==> config.mk <==
export PLATFORM = sky130hd
export DESIGN_NAME = fpga_olvds_tx_flat
export DESIGN_NICKNAME = d
export VERILOG_FILES = /design/src/rtl/fpga_olvds_pkg.sv /design/src/rtl/fpga_olvds_tx_if.sv /design/src/rtl/fpga_olvds.sv /design/src/rtl/fpga_olvds_tx_lane.sv /design/src/rtl/fpga_olvds_tx.sv /design/src/flat_wrapper.sv
export SDC_FILE = /design/constraint.sdc
export NUM_CORES = 1
export LEC_CHECK = 0
export ABC_CLOCK_PERIOD_IN_PS = 3100
export BUFFER_PORTS_ARGS = -buffer_cell sky130_fd_sc_hd__buf_2
export CORE_UTILIZATION = 56
export CTS_CLUSTER_DIAMETER = 150
export DETAILED_ROUTE_END_ITERATION = 8
export PLACE_DENSITY = 0.79
export SYNTH_ARGS = -nofsm -noshare
export SYNTH_HDL_FRONTEND = slang
export SYNTH_HIERARCHICAL = 1
export SYNTH_SLANG_ARGS = --single-unit
export TNS_END_PERCENT = 50
==> constraint.sdc <==
create_clock -name clk -period 3.1 [get_ports clk]
set_clock_uncertainty 0.15 [all_clocks]
set_input_delay 0.155 -clock clk [delete_from_list [all_inputs] [get_ports clk]]
set_output_delay 0.155 -clock clk [all_outputs]
set_load 0.1 [all_outputs]
==> src/rtl/fpga_olvds_pkg.sv <==
// Shared types and default 7:1 link patterns for the multi-lane LVDS transmitter.
package fpga_olvds_pkg;

    typedef enum logic [1:0] {ST_IDLE, ST_DATA, ST_TRAIN} olvds_tx_st_t;

    // Source of the word reloaded into the lane shift registers at a load slot.
    typedef enum logic [1:0] {LD_IDLE, LD_DATA, LD_TRAIN} olvds_ld_sel_t;

    localparam logic [6:0] DEF_CLK_PAT   = 7'b1100011;
    localparam logic [6:0] DEF_TRAIN_PAT = 7'b1110000;

endpackage

==> src/rtl/fpga_olvds_tx_if.sv <==
// Parallel word stream into the LVDS transmitter (valid/ready).
interface fpga_olvds_tx_if #(
    parameter int unsigned Width = 28
);
    logic [Width-1:0] in_data;
    logic             in_valid;
    logic             in_ready;

    modport master (output in_data, output in_valid, input in_ready);
    modport slave  (input in_data, input in_valid, output in_ready);
endinterface

==> src/rtl/fpga_olvds.sv <==
// Differential output buffer; behavioural stand-in for the vendor TLVDS_OBUF.
module fpga_olvds (
    input  logic in_i,
    output logic pad_p_o,
    output logic pad_n_o
);
    assign pad_p_o = in_i;
    assign pad_n_o = ~in_i;
endmodule

==> src/rtl/fpga_olvds_tx_lane.sv <==
// One serial lane: parallel-load shift register, registered pad bit, LVDS buffer.
module fpga_olvds_tx_lane #(
    parameter int unsigned Width = 7
) (
    input  logic             clk,
    input  logic             rst_n,
    input  logic             load_i,
    input  logic [Width-1:0] word_i,
    output logic             pad_p_o,
    output logic             pad_n_o
);
    logic [Width-1:0] sreg_q, sreg_d;
    logic             bit_q, bit_d;

    // Bit 0 goes straight to the pad flop so it appears the cycle after the load slot.
    always_comb begin
        if (load_i) begin
            bit_d  = word_i[0];
            sreg_d = word_i >> 1;
        end else begin
            bit_d  = sreg_q[0];
            sreg_d = sreg_q >> 1;
        end
    end

    always_ff @(posedge clk or negedge rst_n) begin
        if (!rst_n) begin
            sreg_q <= '0;
            bit_q  <= 1'b0;
        end else begin
            sreg_q <= sreg_d;
            bit_q  <= bit_d;
        end
    end

    fpga_olvds u_obuf (
        .in_i    (bit_q),
        .pad_p_o (pad_p_o),
        .pad_n_o (pad_n_o)
    );
endmodule

==> src/rtl/fpga_olvds_tx.sv <==
// Multi-lane LVDS transmitter: word-boundary FSM, idle/training modes, forwarded clock lane.
module fpga_olvds_tx
    import fpga_olvds_pkg::*;
#(
    parameter int unsigned          NLANES      = 4,
    parameter int unsigned          SER_RATIO   = 7,
    parameter logic [SER_RATIO-1:0] CLK_PAT     = DEF_CLK_PAT,
    parameter logic [SER_RATIO-1:0] IDLE_PAT    = '0,
    parameter logic [SER_RATIO-1:0] TRAIN_PAT   = DEF_TRAIN_PAT,
    parameter int unsigned          TRAIN_WORDS = 64
) (
    input  logic              clk,
    input  logic              rst_n,
    input  logic              en_i,
    input  logic              train_req_i,
    fpga_olvds_tx_if.slave    in_if,
    output logic              training_o,
    output logic              underflow_o,
    output logic [15:0]       ufl_cnt_o,
    output logic [NLANES-1:0] lvds_p_o,
    output logic [NLANES-1:0] lvds_n_o,
    output logic              lvds_clk_p_o,
    output logic              lvds_clk_n_o
);
    localparam int unsigned CntW = $clog2(SER_RATIO);
    localparam int unsigned TcW  = $clog2(TRAIN_WORDS + 1);

    olvds_tx_st_t    st_q, st_d;
    olvds_ld_sel_t   ld_sel;
    logic [CntW-1:0] bit_cnt_q, bit_cnt_d;
    logic [TcW-1:0]  tcnt_q, tcnt_d;
    logic [15:0]     ufl_cnt_q, ufl_cnt_d;
    logic            pend_q, pend_d, training_q, training_d;
    logic            load, in_ready, underflow, train_start;
    logic [SER_RATIO-1:0] clk_word;

    assign load = (bit_cnt_q == CntW'(SER_RATIO - 1));

    always_ff @(posedge clk or negedge rst_n) begin
        if (!rst_n) st_q <= ST_IDLE;
        else        st_q <= st_d;
    end

    always_comb begin
        st_d = st_q;
        if (load) begin
            case (st_q)
                ST_IDLE:  if (en_i) st_d = ST_DATA;
                ST_DATA: begin
                    if (!en_i)       st_d = ST_IDLE;
                    else if (pend_q) st_d = (TRAIN_WORDS == 1) ? ST_DATA : ST_TRAIN;
                end
                ST_TRAIN: begin
                    if (!en_i)                               st_d = ST_IDLE;
                    else if (tcnt_q == TcW'(TRAIN_WORDS - 1)) st_d = ST_DATA;
                end
                default:  st_d = ST_IDLE;
            endcase
        end
    end

    // in_ready is a function of state and slot timing only; in_valid only steers the load mux.
    always_comb begin
        ld_sel      = LD_IDLE;
        in_ready    = 1'b0;
        underflow   = 1'b0;
        train_start = 1'b0;
        if (load && en_i) begin
            case (st_q)
                ST_DATA: begin
                    if (pend_q) begin
                        ld_sel      = LD_TRAIN;
                        train_start = 1'b1;
                    end else begin
                        in_ready = 1'b1;
                        if (in_if.in_valid) ld_sel = LD_DATA;
                        else                underflow = 1'b1;
                    end
                end
                ST_TRAIN: ld_sel = LD_TRAIN;
                default:  ld_sel = LD_IDLE;
            endcase
        end
    end

    always_comb begin
        bit_cnt_d  = load ? '0 : bit_cnt_q + CntW'(1);
        tcnt_d     = tcnt_q;
        if (train_start)                           tcnt_d = TcW'(1);
        else if (load && st_q == ST_TRAIN && en_i) tcnt_d = tcnt_q + TcW'(1);
        pend_d     = train_start ? 1'b0 : (pend_q | (train_req_i & (st_q != ST_TRAIN)));
        training_d = load ? (ld_sel == LD_TRAIN) : training_q;
        ufl_cnt_d  = (underflow && ufl_cnt_q != 16'hFFFF) ? ufl_cnt_q + 16'd1 : ufl_cnt_q;
    end

    always_ff @(posedge clk or negedge rst_n) begin
        if (!rst_n) begin
            bit_cnt_q  <= '0;
            tcnt_q     <= '0;
            pend_q     <= 1'b0;
            training_q <= 1'b0;
            ufl_cnt_q  <= '0;
        end else begin
            bit_cnt_q  <= bit_cnt_d;
            tcnt_q     <= tcnt_d;
            pend_q     <= pend_d;
            training_q <= training_d;
            ufl_cnt_q  <= ufl_cnt_d;
        end
    end

    assign in_if.in_ready = in_ready;
    assign training_o     = training_q;
    assign underflow_o    = underflow;
    assign ufl_cnt_o      = ufl_cnt_q;

    for (genvar l = 0; l < NLANES; l++) begin : g_lane
        logic [SER_RATIO-1:0] word;
        always_comb begin
            case (ld_sel)
                LD_DATA:  word = in_if.in_data[l*SER_RATIO +: SER_RATIO];
                LD_TRAIN: word = TRAIN_PAT;
                default:  word = IDLE_PAT;
            endcase
        end
        fpga_olvds_tx_lane #(.Width(SER_RATIO)) u_lane (
            .clk     (clk),
            .rst_n   (rst_n),
            .load_i  (load),
            .word_i  (word),
            .pad_p_o (lvds_p_o[l]),
            .pad_n_o (lvds_n_o[l])
        );
    end

    // The clock lane never waits on data: it tracks en alone.
    assign clk_word = en_i ? CLK_PAT : '0;

    fpga_olvds_tx_lane #(.Width(SER_RATIO)) u_clk_lane (
        .clk     (clk),
        .rst_n   (rst_n),
        .load_i  (load),
        .word_i  (clk_word),
        .pad_p_o (lvds_clk_p_o),
        .pad_n_o (lvds_clk_n_o)
    );
endmodule
==> src/flat_wrapper.sv <==
// flat-port wrapper written by rule: the top's interface ports become plain ports
module fpga_olvds_tx_flat import fpga_olvds_pkg::*;
#(
    parameter int unsigned          NLANES      = 4,
    parameter int unsigned          SER_RATIO   = 7,
    parameter logic [SER_RATIO-1:0] CLK_PAT     = DEF_CLK_PAT,
    parameter logic [SER_RATIO-1:0] IDLE_PAT    = '0,
    parameter logic [SER_RATIO-1:0] TRAIN_PAT   = DEF_TRAIN_PAT,
    parameter int unsigned          TRAIN_WORDS = 64
)
  (clk, rst_n, en_i, train_req_i, training_o, underflow_o, ufl_cnt_o, lvds_p_o, lvds_n_o, lvds_clk_p_o, lvds_clk_n_o, in_if_in_data, in_if_in_valid, in_if_in_ready);
  fpga_olvds_tx_if in_if_i ();
  input  logic clk;
  input  logic rst_n;
  input  logic en_i;
  input  logic train_req_i;
  output logic training_o;
  output logic underflow_o;
  output logic [15:0] ufl_cnt_o;
  output logic [NLANES-1:0] lvds_p_o;
  output logic [NLANES-1:0] lvds_n_o;
  output logic lvds_clk_p_o;
  output logic lvds_clk_n_o;
  input wire logic [$bits(in_if_i.in_data)-1:0] in_if_in_data;
  input wire logic [$bits(in_if_i.in_valid)-1:0] in_if_in_valid;
  output wire logic [$bits(in_if_i.in_ready)-1:0] in_if_in_ready;
  assign in_if_i.in_data = in_if_in_data;
  assign in_if_i.in_valid = in_if_in_valid;
  assign in_if_in_ready = in_if_i.in_ready;
  fpga_olvds_tx #(.NLANES(NLANES), .SER_RATIO(SER_RATIO), .CLK_PAT(CLK_PAT), .IDLE_PAT(IDLE_PAT), .TRAIN_PAT(TRAIN_PAT), .TRAIN_WORDS(TRAIN_WORDS)) u_core (.clk(clk), .rst_n(rst_n), .en_i(en_i), .train_req_i(train_req_i), .in_if(in_if_i), .training_o(training_o), .underflow_o(underflow_o), .ufl_cnt_o(ufl_cnt_o), .lvds_p_o(lvds_p_o), .lvds_n_o(lvds_n_o), .lvds_clk_p_o(lvds_clk_p_o), .lvds_clk_n_o(lvds_clk_n_o));
endmodule
### Yosys cells after proc, flatten, opt, wreduce, memory -nomap -nowiden

Cells that the tools add are included.

| word-level totals | value |
|---|---|
| flip-flop bits (word level) | 70 |

| cells by class | value |
|---|---|
| add/subtract/negate cells | 3 |
| reduce and logical (&&, ||, !) cells | 7 |
| bitwise operators | 7 |
| eq/ne operators | 11 |
| muxes and demuxes | 39 |

Operator list:

| operator | count |
|---|---|
| $pmux 7 s2 | 4 |
| $mux 6 | 5 |
| $mux 7 | 3 |
| $mux 1 | 17 |
| $add 16x1->16 const B | 1 |
| $ne 16x16->1 const B | 1 |
| $mux 2 | 7 |
| $add 7x1->7 const B | 1 |
| $eq 7x6->1 const B | 1 |
| $ne 3x2->1 const B | 2 |
| $pmux 2 s3 | 1 |
| $not 1->1 | 5 |
| $eq 2x1->1 const B | 2 |
| $eq 2x2->1 const B | 2 |
| $logic_and 1x1->1 | 4 |
| $ne 2x2->1 const B | 2 |
| $pmux 2 s2 | 1 |
| $reduce_and 4->1 | 1 |
| $add 3x1->3 const B | 1 |
| $eq 3x3->1 const B | 1 |
| $mux 3 | 1 |
| $logic_not 2->1 | 1 |
| $reduce_bool 2->1 | 1 |
| $and 1x1->1 | 1 |
| $or 1x1->1 | 1 |

### Logic depth before layout (Yosys ltp)

| logic depth | value |
|---|---|
| depth after elaboration | 7 |
| mapped depth | 12 |
| mapped depth without buffers | 10 |

### Cells and area by module

Netlist, hierarchy kept.

Modules (own cells, without submodules):

| module | times used | area an instance (µm²) | sequential area each (µm²) | cells each |
|---|---|---|---|---|
| fpga_olvds_tx | 1 | 2,044.5 | 750.7 | 198 |
| fpga_olvds_tx_lane | 5 | 284.0 | 175.2 | 15 |
| fpga_olvds | 5 | 11.3 | 0.0 | 2 |

### Least setup slack after synthesis

OpenSTA, ideal clock, no wires.

| path | value |
|---|---|
| path type | register to register |
| start point | reg u_core.st_q[1] |
| end point | reg u_core.g_lane[1].u_lane.bit_q |
| clock period less this slack | 3,205 ps |
| setup slack | -105 ps |
| library setup time | 64 ps |
| cell stages (with the launch flop) | 12 |
| data arrival time | 2,992 ps |
| buffers on the path | 2 |
| cells stage by stage | dfrtp_1 inv_1 ha_1 nor2b_1 and3_1 and2_1 ha_1 nor2b_1 clkbuf_1 clkbuf_1 and2_1 mux2_4 |

| on the way | value |
|---|---|
| longest elaborated chain between the ends | 6 |
| elaborated cells on any way between the ends | 8 |
| those cells by class | eq/ne: 4; mux: 4 |

RTL lines:

| item | line | RTL |
|---|---|---|
| start, declared | fpga_olvds_tx.sv:28 | `olvds_tx_st_t st_q, st_d;` |
| start signal, assigned | fpga_olvds_tx.sv:41 | `else st_q <= st_d;` |
| $eq 2x2->1 or $eq 2x1->1 (tied branches) | fpga_olvds_tx.sv:69 | `case (st_q)` |
| $pmux 2 s2 (*) | fpga_olvds_tx.sv:69 |  |
| $mux 2 (*) | fpga_olvds_tx.sv:68 | `if (load && en_i) begin` |
| $eq 2x2->1 or $eq 2x1->1 (tied branches) | fpga_olvds_tx.sv:120 | `case (ld_sel)` |
| $pmux 7 s2 (*) | fpga_olvds_tx.sv:120 |  |
| named net u_core.g_lane[1].word[0] | fpga_olvds_tx.sv:118 | `logic [SER_RATIO-1:0] word;` |
| $mux 1 (*) | fpga_olvds_tx_lane.sv:17 | `if (load_i) begin` |
| named net u_core.g_lane[1].u_lane.bit_d | fpga_olvds_tx_lane.sv:13 | `logic bit_q, bit_d;` |
| end signal, assigned | fpga_olvds_tx_lane.sv:32 | `bit_q <= bit_d;` |
| end, declared | fpga_olvds_tx_lane.sv:13 |  |

The timed path passes the listed nets; every way through them passes the cells marked *.
A chain may end at the register's enable or synchronous reset.

### Worst setup path after layout

| path | value |
|---|---|
| start point | reg u_core.st_q[1] |
| end point | reg u_core.g_lane[2].u_lane.sreg_q[3] |

| on the way | value |
|---|---|
| longest elaborated chain between the ends | 6 |
| elaborated cells on any way between the ends | 8 |
| those cells by class | eq/ne: 4; mux: 4 |

RTL lines:

| item | line | RTL |
|---|---|---|
| $eq 2x2->1 or $eq 2x1->1 (tied branches) | fpga_olvds_tx.sv:69 |  |
| $pmux 2 s2 (*) | fpga_olvds_tx.sv:69 |  |
| $mux 2 (*) | fpga_olvds_tx.sv:68 |  |
| $eq 2x2->1 or $eq 2x1->1 (tied branches) | fpga_olvds_tx.sv:120 |  |
| $pmux 7 s2 (*) | fpga_olvds_tx.sv:120 |  |
| named net u_core.g_lane[2].word[4] | fpga_olvds_tx.sv:118 |  |
| $mux 6 (*) | fpga_olvds_tx_lane.sv:17 |  |
| named net u_core.g_lane[2].u_lane.sreg_d[3] | fpga_olvds_tx_lane.sv:12 | `logic [Width-1:0] sreg_q, sreg_d;` |
| end signal, assigned | fpga_olvds_tx_lane.sv:31 | `sreg_q <= sreg_d;` |
| end, declared | fpga_olvds_tx_lane.sv:12 |  |

Marked as above.

==> key figures <==
Timing
  – Min Tclk post-route: 2.862 ns
  – RSZ-0062 raised after global routing: false
  – Final hold violation count: 0
  – Total negative slack: 0 ns
  – Worst-margin pin slew: 0.9306 ns
  – Final worst path period share: 92.33%
  – Max-slew headroom: 37.68%
  – Fin. max-slew vios: 0
  – Final WS setup: 0.2379 ns
  – Final setup vio count: 0
  – Fmax: 349.4 MHz

Clock tree
  – Clock-pin slew on the worst setup and hold paths: 0.08 ns
  – Htree depth: 3
  – Sink Count: 65
  – Clk_lat worst skew: 0.34 ns
  – CTS Hold Buffers Added: 30
  – Post-CTS sizing: 0
  – TritonCTS Buffers: 9
  – Max Root-Sink Buffers: 2
  – Root buffer cell: clkbuf_8
  – Post-CTS Setup Inserts: 0
  – TritonCTS clock tree: done

Worst setup path
  – Critical R2R Launch: u_core/st_q[1]
  – Setup crit end kind: register
  – Slowest CP cell: nor2b_2
  – Reg-to-reg endpoint: u_core/g_lane[2].u_lane/sreg_q[3]
  – Worst setup path category: register to register
  – Worst Path Required: 3.24 ns
  – Worst path most repeated cell: ha_1
  – Slowest stage delay, CP: 0.74 ns
  – CP Buf/Inv Count: 1
  – R2R depth: 9
  – Crit path cell chain: inv_1 > ha_1 > nor2b_1 > and3_2 > and2_1 > ha_1 > nor2b_2 > a21o_1 > mux2_4
  – FF-to-FF setup slack: 0.24 ns
  – CP delay by family, top: simple AND/OR/NAND/NOR gates
  – Critical path launch point type: register
  – Crit path DAT: 3.00 ns
  – Crit-path max FO: 28

Hold path
  – Worst Hold Class: primary input to register
  – Hold Path Cell Cnt: 3
  – Hold worst-path end: u_core/st_q[1]
  – Hold_sp: en_i

Placed design
  – IO buf count: 61
  – HPWL after DPL: 4255 microns
  – Pre-CTS WS: 0.2430 ns
  – Routability congestion estimate: 0.7910

Yosys
  – Asr flop ratio synth: 100.0%
  – Largest cells by area after synthesis: dfrtp_1, mux2_4, xor2_1
  – Cell accounting for the most synthesized area: dfrtp_1
  – Post-synth top cells: dfrtp_1, mux2_4, and2_1, xor2_1
  – Post-synth top flop: dfrtp_1
  – Synth warn: 6
  – EDFF count, synth: 0
  – Most common cell in the netlist: dfrtp_1
  – Top-area cell type share of the netlist area: 46.20%
  – Avg Synthesized Cell Area: 12.44 sq um
  – Seq/Total Area, Yosys: 46.20%
  – Post-synth cell types: 51
  – Mapped cell area: 3521 sq um
  – Cells after synthesis: 283
  – Synthesis-stage register bit count: 65

Power
  – Sw frac: 27.88%
  – Comb pwr share: 15.5%
  – Leak: 2.228 nW
  – Clk network pwr share: 34.4%
  – Switch Pwr: 0.0005130 W
  – Internal power: 0.001327 W
  – Register share of total power: 50.1%
  – Max VDD drop: 295.2 uV
  – Power density over the cells: 428.9 nW/um^2
  – Power, Total: 0.001840 W

GRT
  – Gr usage total: 22.58%
  – First-pass GRT wire length: 11100 microns
  – Grt total ovfl: 0
  – Vias in the first global route: 2387
  – Initial antenna violation count: 0
  – Largest net degree at the start of global routing: 41

Layout
  – Area Overhead vs Synth: 21.85%
  – Number of fill cells: 420
  – Final Core Density: 71.62%
  – ANT cells: 0
  – Final net count: 414
  – Layout cell share with drive strength beyond 1: 37.30%

Detailed routing
  – Vias per cell: 5.340
  – Initial DRC count: 156
  – DRT Pass-1 Iters: 4
  – DRC errors left: 0
  – Routed WL: 6826 microns
  – Total number of vias: 2419
  – Routed WL per cell: 15.07 microns
  – Antenna-violating nets left: 0

Floorplanning
  – Die H: 81.29 microns
  – Die X: 81.29 microns
  – Std cell rows: 28
  – I/O Pins: 62
  – Initial Util: 58.77%
  – DIE AREA: 6608 sq um
  – Placeable Area: 5991 sq um

Run
  – Max Cap Violations: 0

Status
  – Status: completed
## final cells by class
cell class / instances / area [sq um] / share of cell area [%]
Sequential cell: 65 / 1627 / 37.91
Tap cell: 75 / 93.84 / 2.187
Clock inverter: 4 / 28.78 / 0.6708
Clock buffer: 12 / 145.1 / 3.383
Multi-Input combinational cell: 188 / 1702 / 39.66
Timing Repair Buffer: 96 / 643.1 / 14.99
Inverter: 13 / 51.30 / 1.196
## metrics by stage
step / instances / hold slack (ns) / area, sq um
4_1_cts: 453 / 0.03406 / 4290
5_1_grt: 453 / 0.05966 / 4290
2_1_floorplan: 285 / -0.2906 / 3530
3_3_place_gp: 407 / 0.09377 / 3816
6_report: 453 / 0.05137 / 4290
3_5_place_dp: 407 / 0.09143 / 3816
## placed cells by master, fill, tap and decap left out, types with 2 or more instances in the layout
master and count:
mux2_4 32, clkbuf_1 2, o21ai_0 3, mux2_2 3, a21oi_1 8, nor2_1 10
a21o_1 12, nor2b_1 2, and2_2 5, a211oi_2 4, o21a_1 2, inv_1 12
and4_1 2, clkbuf_8 10, buf_2 61, clkinvlp_4 2, xnor2_1 3, nand3_1 9
buf_4 5, nand4_1 8, nand4_2 2, ha_1 8, mux2i_1 3, and3_1 5
conb_1 3, nand2_1 9, dlygate4sd3_1 30, dfrtp_1 65, xor2_1 13, nor4b_4 2
and2_1 18
## logic make-up after synthesis
| group | Yosys count | synth area share (%) |
|---|---|---|
| other | 1 | 0.1065 |
| XOR/XNOR | 16 | 3.980 |
| multiplexers | 39 | 15.78 |
| flip-flops | 65 | 46.20 |
| AO/OA/AOI/OAI | 33 | 7.072 |
| buffers and inverters | 32 | 5.828 |
| AND/OR/NAND/NOR | 89 | 18.20 |
| adder cells (fa/ha/maj) | 8 | 2.843 |
## state kept, by name (all words and copies together), names as in the netlist
signal                       flops
u_core/pend_q                    1
u_core/g_lane.u_lane/bit_q       4
u_core/bit_cnt_q                 3
u_core/g_lane.u_lane/sreg_q     24
u_core/tcnt_q                    7
u_core/st_q                      2
u_core/u_clk_lane/sreg_q         6
u_core/training_o                1
u_core/ufl_cnt_o                16
u_core/u_clk_lane/bit_q          1
## worst max path at each step
stage,start,to,depth (start not counted)
3_5_place_dp,u_core/st_q[1],u_core/g_lane[0].u_lane/sreg_q[2],9
4_1_cts,u_core/st_q[1],u_core/g_lane[1].u_lane/sreg_q[0],9
2_1_floorplan,u_core/st_q[1],u_core/g_lane[1].u_lane/bit_q,11
6_report,u_core/st_q[1],u_core/g_lane[2].u_lane/sreg_q[3],9
3_3_place_gp,u_core/st_q[1],u_core/g_lane[2].u_lane/sreg_q[0],9
5_1_grt,u_core/bit_cnt_q[0],u_core/g_lane[1].u_lane/sreg_q[2],8
## tightest hold or removal path, cell delays in order
cell and delay [ns]:
buf_2 0.18, nand2_1 0.09, mux2i_1 0.07
## routing by layer
| metal | vias up | track usage [%] | wire length, microns |
|---|---|---|---|
| li1 | 1155 | - | - |
| met1 | 1180 | 29.89 | 3159 |
| met5 | - | 0 | 0 |
| met4 | 0 | 10.00 | 88 |
| met3 | 10 | 6.067 | 337 |
| met2 | 74 | 34.58 | 3241 |
## power groups by stage
stage                     registers, W  clock network [W]  logic, W
after floorplan               0.000972                  0  0.000136
after detailed placement      0.000940                  0  0.000253
after CTS                     0.000922           0.000658  0.000284
after global routing          0.000926           0.000700  0.000312
after global placement        0.000934                  0  0.000247
final                         0.000922           0.000633  0.000285
Power figures use the tool's default switching activity.
